## src/rtl/dog_sprite_fetch_if.sv

```systemverilog
// Signal bundle between the video timing / sprite controller side and the
// sprite fetch pipeline: pixel position, sprite placement, animation control,
// the sprite ROM port and the palette-index result.
interface dog_sprite_fetch_if;
    logic [9:0]  DrawX;
    logic [9:0]  DrawY;
    logic        active;
    logic [9:0]  dog_x;
    logic [9:0]  dog_y;
    logic        flip_x;
    logic        anim_en;
    logic        frame_tick;
    logic [12:0] rom_addr;
    logic [3:0]  rom_q;
    logic [3:0]  pixel_index;
    logic [2:0]  frame_sel;
    logic        dog_on;

    // Video/controller side: presents pixels, owns the ROM, consumes indices.
    modport master (
        output DrawX, DrawY, active, dog_x, dog_y, flip_x, anim_en, frame_tick,
        output rom_q,
        input  rom_addr, pixel_index, frame_sel, dog_on
    );

    // Fetch pipeline side.
    modport slave (
        input  DrawX, DrawY, active, dog_x, dog_y, flip_x, anim_en, frame_tick,
        input  rom_q,
        output rom_addr, pixel_index, frame_sel, dog_on
    );
endinterface

```

## src/rtl/dog_sprite_fetch.sv

```systemverilog
// Three-stage sprite fetch: in-box test and ROM address generation, ROM
// read alignment, then palette index / frame select / sprite-on output.
// Also owns the animation frame counter, stepped every FRAME_DIV ticks.
module dog_sprite_fetch #(
    parameter int SPRITE_W   = 32,
    parameter int SPRITE_H   = 32,
    parameter int NUM_FRAMES = 6,
    parameter int FRAME_DIV  = 8
) (
    input logic              Clk,
    input logic              Reset,
    dog_sprite_fetch_if.slave bus
);

    localparam int SX_W  = $clog2(SPRITE_W);
    localparam int SY_W  = $clog2(SPRITE_H);
    localparam int DIV_W = (FRAME_DIV > 1) ? $clog2(FRAME_DIV) : 1;

    localparam logic [DIV_W-1:0] DIV_MAX   = DIV_W'(FRAME_DIV - 1);
    localparam logic [2:0]       FRAME_MAX = 3'(NUM_FRAMES - 1);

    logic [2:0]       frame;
    logic [DIV_W-1:0] div_cnt;
    logic             step_tick;

    logic [10:0]      x_ext, y_ext, dx_ext, dy_ext;
    logic             in_x, in_y, in_box;
    logic [SX_W-1:0]  x_off, sx;
    logic [SY_W-1:0]  sy;
    logic [12:0]      addr_c;

    logic [12:0]      rom_addr_p0;
    logic             vld_p0;
    logic [2:0]       frame_p0;
    logic             vld_p1;
    logic [2:0]       frame_p1;
    logic [3:0]       pix_p2;
    logic [2:0]       frame_p2;
    logic             vld_p2;

    assign step_tick = bus.frame_tick & bus.anim_en;

    // Animation divider and frame counter; stage 1 samples the old frame on
    // the tick cycle, so pixels already in flight keep their frame.
    always_ff @(posedge Clk or posedge Reset) begin
        if (Reset) begin
            div_cnt <= '0;
            frame   <= '0;
        end else if (step_tick) begin
            if (div_cnt == DIV_MAX) begin
                div_cnt <= '0;
                frame   <= (frame == FRAME_MAX) ? 3'd0 : frame + 3'd1;
            end else begin
                div_cnt <= div_cnt + DIV_W'(1);
            end
        end
    end

    // Box test in 11 bits so a sprite hanging past the right/bottom edge
    // never wraps back onto column/row 0.
    assign x_ext  = {1'b0, bus.DrawX};
    assign y_ext  = {1'b0, bus.DrawY};
    assign dx_ext = {1'b0, bus.dog_x};
    assign dy_ext = {1'b0, bus.dog_y};
    assign in_x   = (x_ext >= dx_ext) && (x_ext < dx_ext + 11'(SPRITE_W));
    assign in_y   = (y_ext >= dy_ext) && (y_ext < dy_ext + 11'(SPRITE_H));
    assign in_box = bus.active & in_x & in_y;

    // Offsets only need the low bits once the box test has passed; with a
    // power-of-two width, SPRITE_W-1-off is the bitwise complement.
    assign x_off = SX_W'(bus.DrawX - bus.dog_x);
    assign sx    = bus.flip_x ? ~x_off : x_off;
    assign sy    = SY_W'(bus.DrawY - bus.dog_y);

    assign addr_c = in_box ? ((13'(frame) << (SX_W + SY_W)) | (13'(sy) << SX_W) | 13'(sx))
                           : 13'd0;

    // Stage 1: ROM address, in-box flag and frame captured with the pixel.
    always_ff @(posedge Clk or posedge Reset) begin
        if (Reset) begin
            rom_addr_p0 <= '0;
            vld_p0      <= 1'b0;
            frame_p0    <= '0;
        end else begin
            rom_addr_p0 <= addr_c;
            vld_p0      <= in_box;
            frame_p0    <= frame;
        end
    end

    // Stage 2: hold flag and frame while the ROM read completes.
    always_ff @(posedge Clk or posedge Reset) begin
        if (Reset) begin
            vld_p1   <= 1'b0;
            frame_p1 <= '0;
        end else begin
            vld_p1   <= vld_p0;
            frame_p1 <= frame_p0;
        end
    end

    // Stage 3: register the palette index, masked to 0 outside the sprite box.
    always_ff @(posedge Clk or posedge Reset) begin
        if (Reset) begin
            pix_p2   <= '0;
            frame_p2 <= '0;
            vld_p2   <= 1'b0;
        end else begin
            pix_p2   <= vld_p1 ? bus.rom_q : 4'd0;
            frame_p2 <= frame_p1;
            vld_p2   <= vld_p1;
        end
    end

    assign bus.rom_addr    = rom_addr_p0;
    assign bus.pixel_index = pix_p2;
    assign bus.frame_sel   = frame_p2;
    assign bus.dog_on      = vld_p2;

endmodule
```

## src/flat_wrapper.sv

```systemverilog
// flat-port wrapper written by rule: the top's interface ports become plain ports
module dog_sprite_fetch_flat 
#(
    parameter int SPRITE_W   = 32,
    parameter int SPRITE_H   = 32,
    parameter int NUM_FRAMES = 6,
    parameter int FRAME_DIV  = 8
)
  (Clk, Reset, bus_DrawX, bus_DrawY, bus_active, bus_dog_x, bus_dog_y, bus_flip_x, bus_anim_en, bus_frame_tick, bus_rom_q, bus_rom_addr, bus_pixel_index, bus_frame_sel, bus_dog_on);
  dog_sprite_fetch_if bus_i ();
  input logic Clk;
  input logic Reset;
  input wire logic [$bits(bus_i.DrawX)-1:0] bus_DrawX;
  input wire logic [$bits(bus_i.DrawY)-1:0] bus_DrawY;
  input wire logic [$bits(bus_i.active)-1:0] bus_active;
  input wire logic [$bits(bus_i.dog_x)-1:0] bus_dog_x;
  input wire logic [$bits(bus_i.dog_y)-1:0] bus_dog_y;
  input wire logic [$bits(bus_i.flip_x)-1:0] bus_flip_x;
  input wire logic [$bits(bus_i.anim_en)-1:0] bus_anim_en;
  input wire logic [$bits(bus_i.frame_tick)-1:0] bus_frame_tick;
  input wire logic [$bits(bus_i.rom_q)-1:0] bus_rom_q;
  output wire logic [$bits(bus_i.rom_addr)-1:0] bus_rom_addr;
  output wire logic [$bits(bus_i.pixel_index)-1:0] bus_pixel_index;
  output wire logic [$bits(bus_i.frame_sel)-1:0] bus_frame_sel;
  output wire logic [$bits(bus_i.dog_on)-1:0] bus_dog_on;
  assign bus_i.DrawX = bus_DrawX;
  assign bus_i.DrawY = bus_DrawY;
  assign bus_i.active = bus_active;
  assign bus_i.dog_x = bus_dog_x;
  assign bus_i.dog_y = bus_dog_y;
  assign bus_i.flip_x = bus_flip_x;
  assign bus_i.anim_en = bus_anim_en;
  assign bus_i.frame_tick = bus_frame_tick;
  assign bus_i.rom_q = bus_rom_q;
  assign bus_rom_addr = bus_i.rom_addr;
  assign bus_pixel_index = bus_i.pixel_index;
  assign bus_frame_sel = bus_i.frame_sel;
  assign bus_dog_on = bus_i.dog_on;
  dog_sprite_fetch #(.SPRITE_W(SPRITE_W), .SPRITE_H(SPRITE_H), .NUM_FRAMES(NUM_FRAMES), .FRAME_DIV(FRAME_DIV)) u_core (.Clk(Clk), .Reset(Reset), .bus(bus_i));
endmodule
```

## config.mk

```make
export PLATFORM = sky130hd
export DESIGN_NAME = dog_sprite_fetch_flat
export DESIGN_NICKNAME = d
export VERILOG_FILES = /design/src/rtl/dog_sprite_fetch_if.sv /design/src/rtl/dog_sprite_fetch.sv /design/src/flat_wrapper.sv
export SDC_FILE = /design/constraint.sdc
export NUM_CORES = 1
export LEC_CHECK = 0
export BUFFER_PORTS_ARGS = -buffer_cell sky130_fd_sc_hd__buf_2
export CAP_MARGIN = 5
export CORE_MARGIN = 5
export CORE_UTILIZATION = 35
export DETAILED_ROUTE_END_ITERATION = 16
export GPL_TIMING_DRIVEN = 0
export PLACE_DENSITY_LB_ADDON = 0.1
export SLEW_MARGIN = 0
export SYNTH_ARGS = -nofsm -noshare
export SYNTH_HDL_FRONTEND = slang
export SYNTH_SLANG_ARGS = --single-unit
export TNS_END_PERCENT = 100
```

## constraint.sdc

```tcl
create_clock -name Clk -period 2.7 [get_ports Clk]
set_input_delay 0.135 -clock Clk [delete_from_list [all_inputs] [get_ports Clk]]
set_output_delay 0.135 -clock Clk [all_outputs]
set_load 0.03 [all_outputs]
```

==> results_dict.tcl <==
set metrics [dict create \
    status "completed" \
    htree_levels 2 \
    reg2reg_depth 5 \
    ioPinCount 71 \
    required_ps 2900 \
    grt_max_degree 22 \
    synthArstFlopShare 1.00 \
    cts_sinks 35 \
    syn_nets 302 \
    antenna_found_initial 0 \
    path_clk_slew_ps 70 \
    drc 0 \
    drt-initial-drc-count 54 \
    max_slew_margin 0.567 \
    final_common_cell "buf_2" \
    detail-route-antenna-nets 0 \
    core_um2 5990 \
    grt_util_all_layers 0.119 \
    hp-class "input pin to flip-flop" \
    hold_start "bus_rom_q[0]" \
    rsz0062_at_grt "no" \
    fin_setup_tns_ps 0 \
    final-max-slew-violation-count 0 \
    syn_avg_cell_area_um2 10.1 \
    synth_top_area_share 0.403 \
    cts_resized 0 \
    cp.arrival_ps 2040 \
    dp_hpwl_um 3760 \
    clk_latency_ps 280 \
    fmax_ghz 0.544 \
    hold_viol 0 \
    syn_to_final_growth_pct 27.1 \
    vdd_drop_max_mv 0.365 \
    grt_pass1_wl_um 7350 \
    ys.flop_type "dfrtp_1" \
    port_buffers 69 \
    setup_viol 0 \
    netlist_area_um2 2170 \
    grt_overflow 0 \
    skew_ps 2.56 \
    powerDensity_nw_per_um2 538 \
    min_path_cells 2 \
    antenna_cells 0 \
    final_cell_mix "69 x buf_2, 35 x dfrtp_1, 34 x ha_1" \
    finish.net_count 380 \
    initial_core_util 0.362 \
    critPathLaunch "bus_dog_x[5]" \
    cts_tree "built" \
    layout-drive-gt1-share 0.281 \
    leakage_nw 1.54 \
    grt_pass1_vias 1720 \
    synthCells 216 \
    end_kind "flip-flop" \
    synth_edf_count 0 \
    dieArea_um2 7880 \
    worst_pin_slew_ps 649 \
    clock_path_buffers 2 \
    yosys.area.top_type "dfrtp_1" \
    period_share 0.681 \
    dieWidth_um 88.8 \
    maxCapViolCount 0 \
    yosys_warnings 0 \
    timing.final.crit_period_ps 1840 \
    post-route-util 0.461 \
    ys_types 32 \
    critPathMaxFanout 10 \
    fill_cells 614 \
    row_count 28 \
    power_mw 1.48 \
    place.gp.congestion 0.762 \
    r2r_slack_ps 1430 \
    critPathKind "input pin to flip-flop" \
    wirelength_um 4370 \
    cts-root-buf "clkbuf_8" \
    startpoint_type "input pin" \
    avgViaCountPerCell 4.61 \
    cts_inserted_buffers 5 \
    synth_seq_area_share 0.403 \
    wire_per_inst_um 11.8 \
    firstDrtPassIters 4 \
    rr_startpoint "u_core.div_cnt[0]" \
    ys_ff_latch 35 \
    num_vias 1704 \
    synth.area.top_cells "dfrtp_1 40%, ha_1 20%, xnor2_1 5.6%, inv_1 5.0%, a21oi_1 3.9%" \
    die_y_um 88.8 \
]
-- cell type report --
class                   count  area, µm²  share of cell area
clock buffers               5       68.8              0.0249
flip-flops and latches     35        876               0.317
well taps                  75       93.8              0.0340
repair buffers             71        383               0.139
plain buffers               2       15.0             0.00544
clock inverters             3       43.8              0.0159
inverters                  29        109              0.0394
multi-input cells         150       1170               0.424
-- repair_timing --
action | in CTS | in global routing
buffers inserted | 0 | 0
endpoints found under the hold margin | 14 | 0
hold buffers | 1 | 0
-- cells by family after synthesis --
logic type | after synthesis | share of synthesized area
xor+xnor | 17 | 0.0686
compound gates | 46 | 0.134
mux | 2 | 0.0104
simple gates | 49 | 0.112
fa+ha+maj | 36 | 0.214
buf+inv | 31 | 0.0571
flops | 35 | 0.403
-- sequential cells by signal (all words and copies together) (netlist names) --
name,cells
u_core.div_cnt,3
u_core.bus.frame_sel,3
u_core.vld_p1,1
u_core.bus.pixel_index,4
u_core.bus.rom_addr,13
u_core.vld_p0,1
u_core.frame_p1,3
u_core.frame,3
u_core.bus.dog_on,1
u_core.frame_p0,3
-- worst paths after layout --
path | end
setup / recovery | u_core.bus.rom_addr[8]
hold / removal | u_core.bus.pixel_index[0]
setup reg to reg | u_core.frame[1]
hold reg to reg | u_core.vld_p1
max in group asynchronous | u_core.bus.rom_addr[4]
min in group asynchronous | u_core.bus.frame_sel[2]
-- power breakdown --
group / switching, mW / internal, mW / leakage [nW]
registers: 0.0401 / 0.609 / 0.473
logic: 0.203 / 0.175 / 1.01
clock network: 0.183 / 0.275 / 0.0581
-- cells in the mapped netlist, drive strengths merged (7+ instances only) --
cell type	number
a21o	7
a21oi	17
and2	7
dfrtp	35
ha	34
inv	29
nand2	9
nand3	8
nor2	13
o21ai	9
xnor2	14
-- per-layer routing --
metal / GRT usage / up-vias / routed length (µm)
li1: - / 892 / -
met1: 0.150 / 761 / 1870
met2: 0.198 / 46 / 2090
met3: 0.0270 / 5 / 346
met4: 0.0495 / 0 / 65
met5: 0 / - / 0
-- worst max-delay path, stage by stage --
cell and delay, ps:
buf_2 130, ha_1 280, inv_1 40, ha_1 300
a211oi_1 240, o21ai_0 110, o2111ai_1 210, a21o_1 130
nand3_1 100, buf_6 170, a211oi_2 180
-- stage by stage --
step,area [µm²],cells,hold WS (ps),worst slack (ps)
finish,2760,370,63.9,861
detailed placement,2640,361,252,535
CTS,2760,370,53.2,834
floorplan,2170,216,269,890
global placement,2610,360,331,547
global route,2760,370,58.8,622
Power figures use the tool's default switching activity.
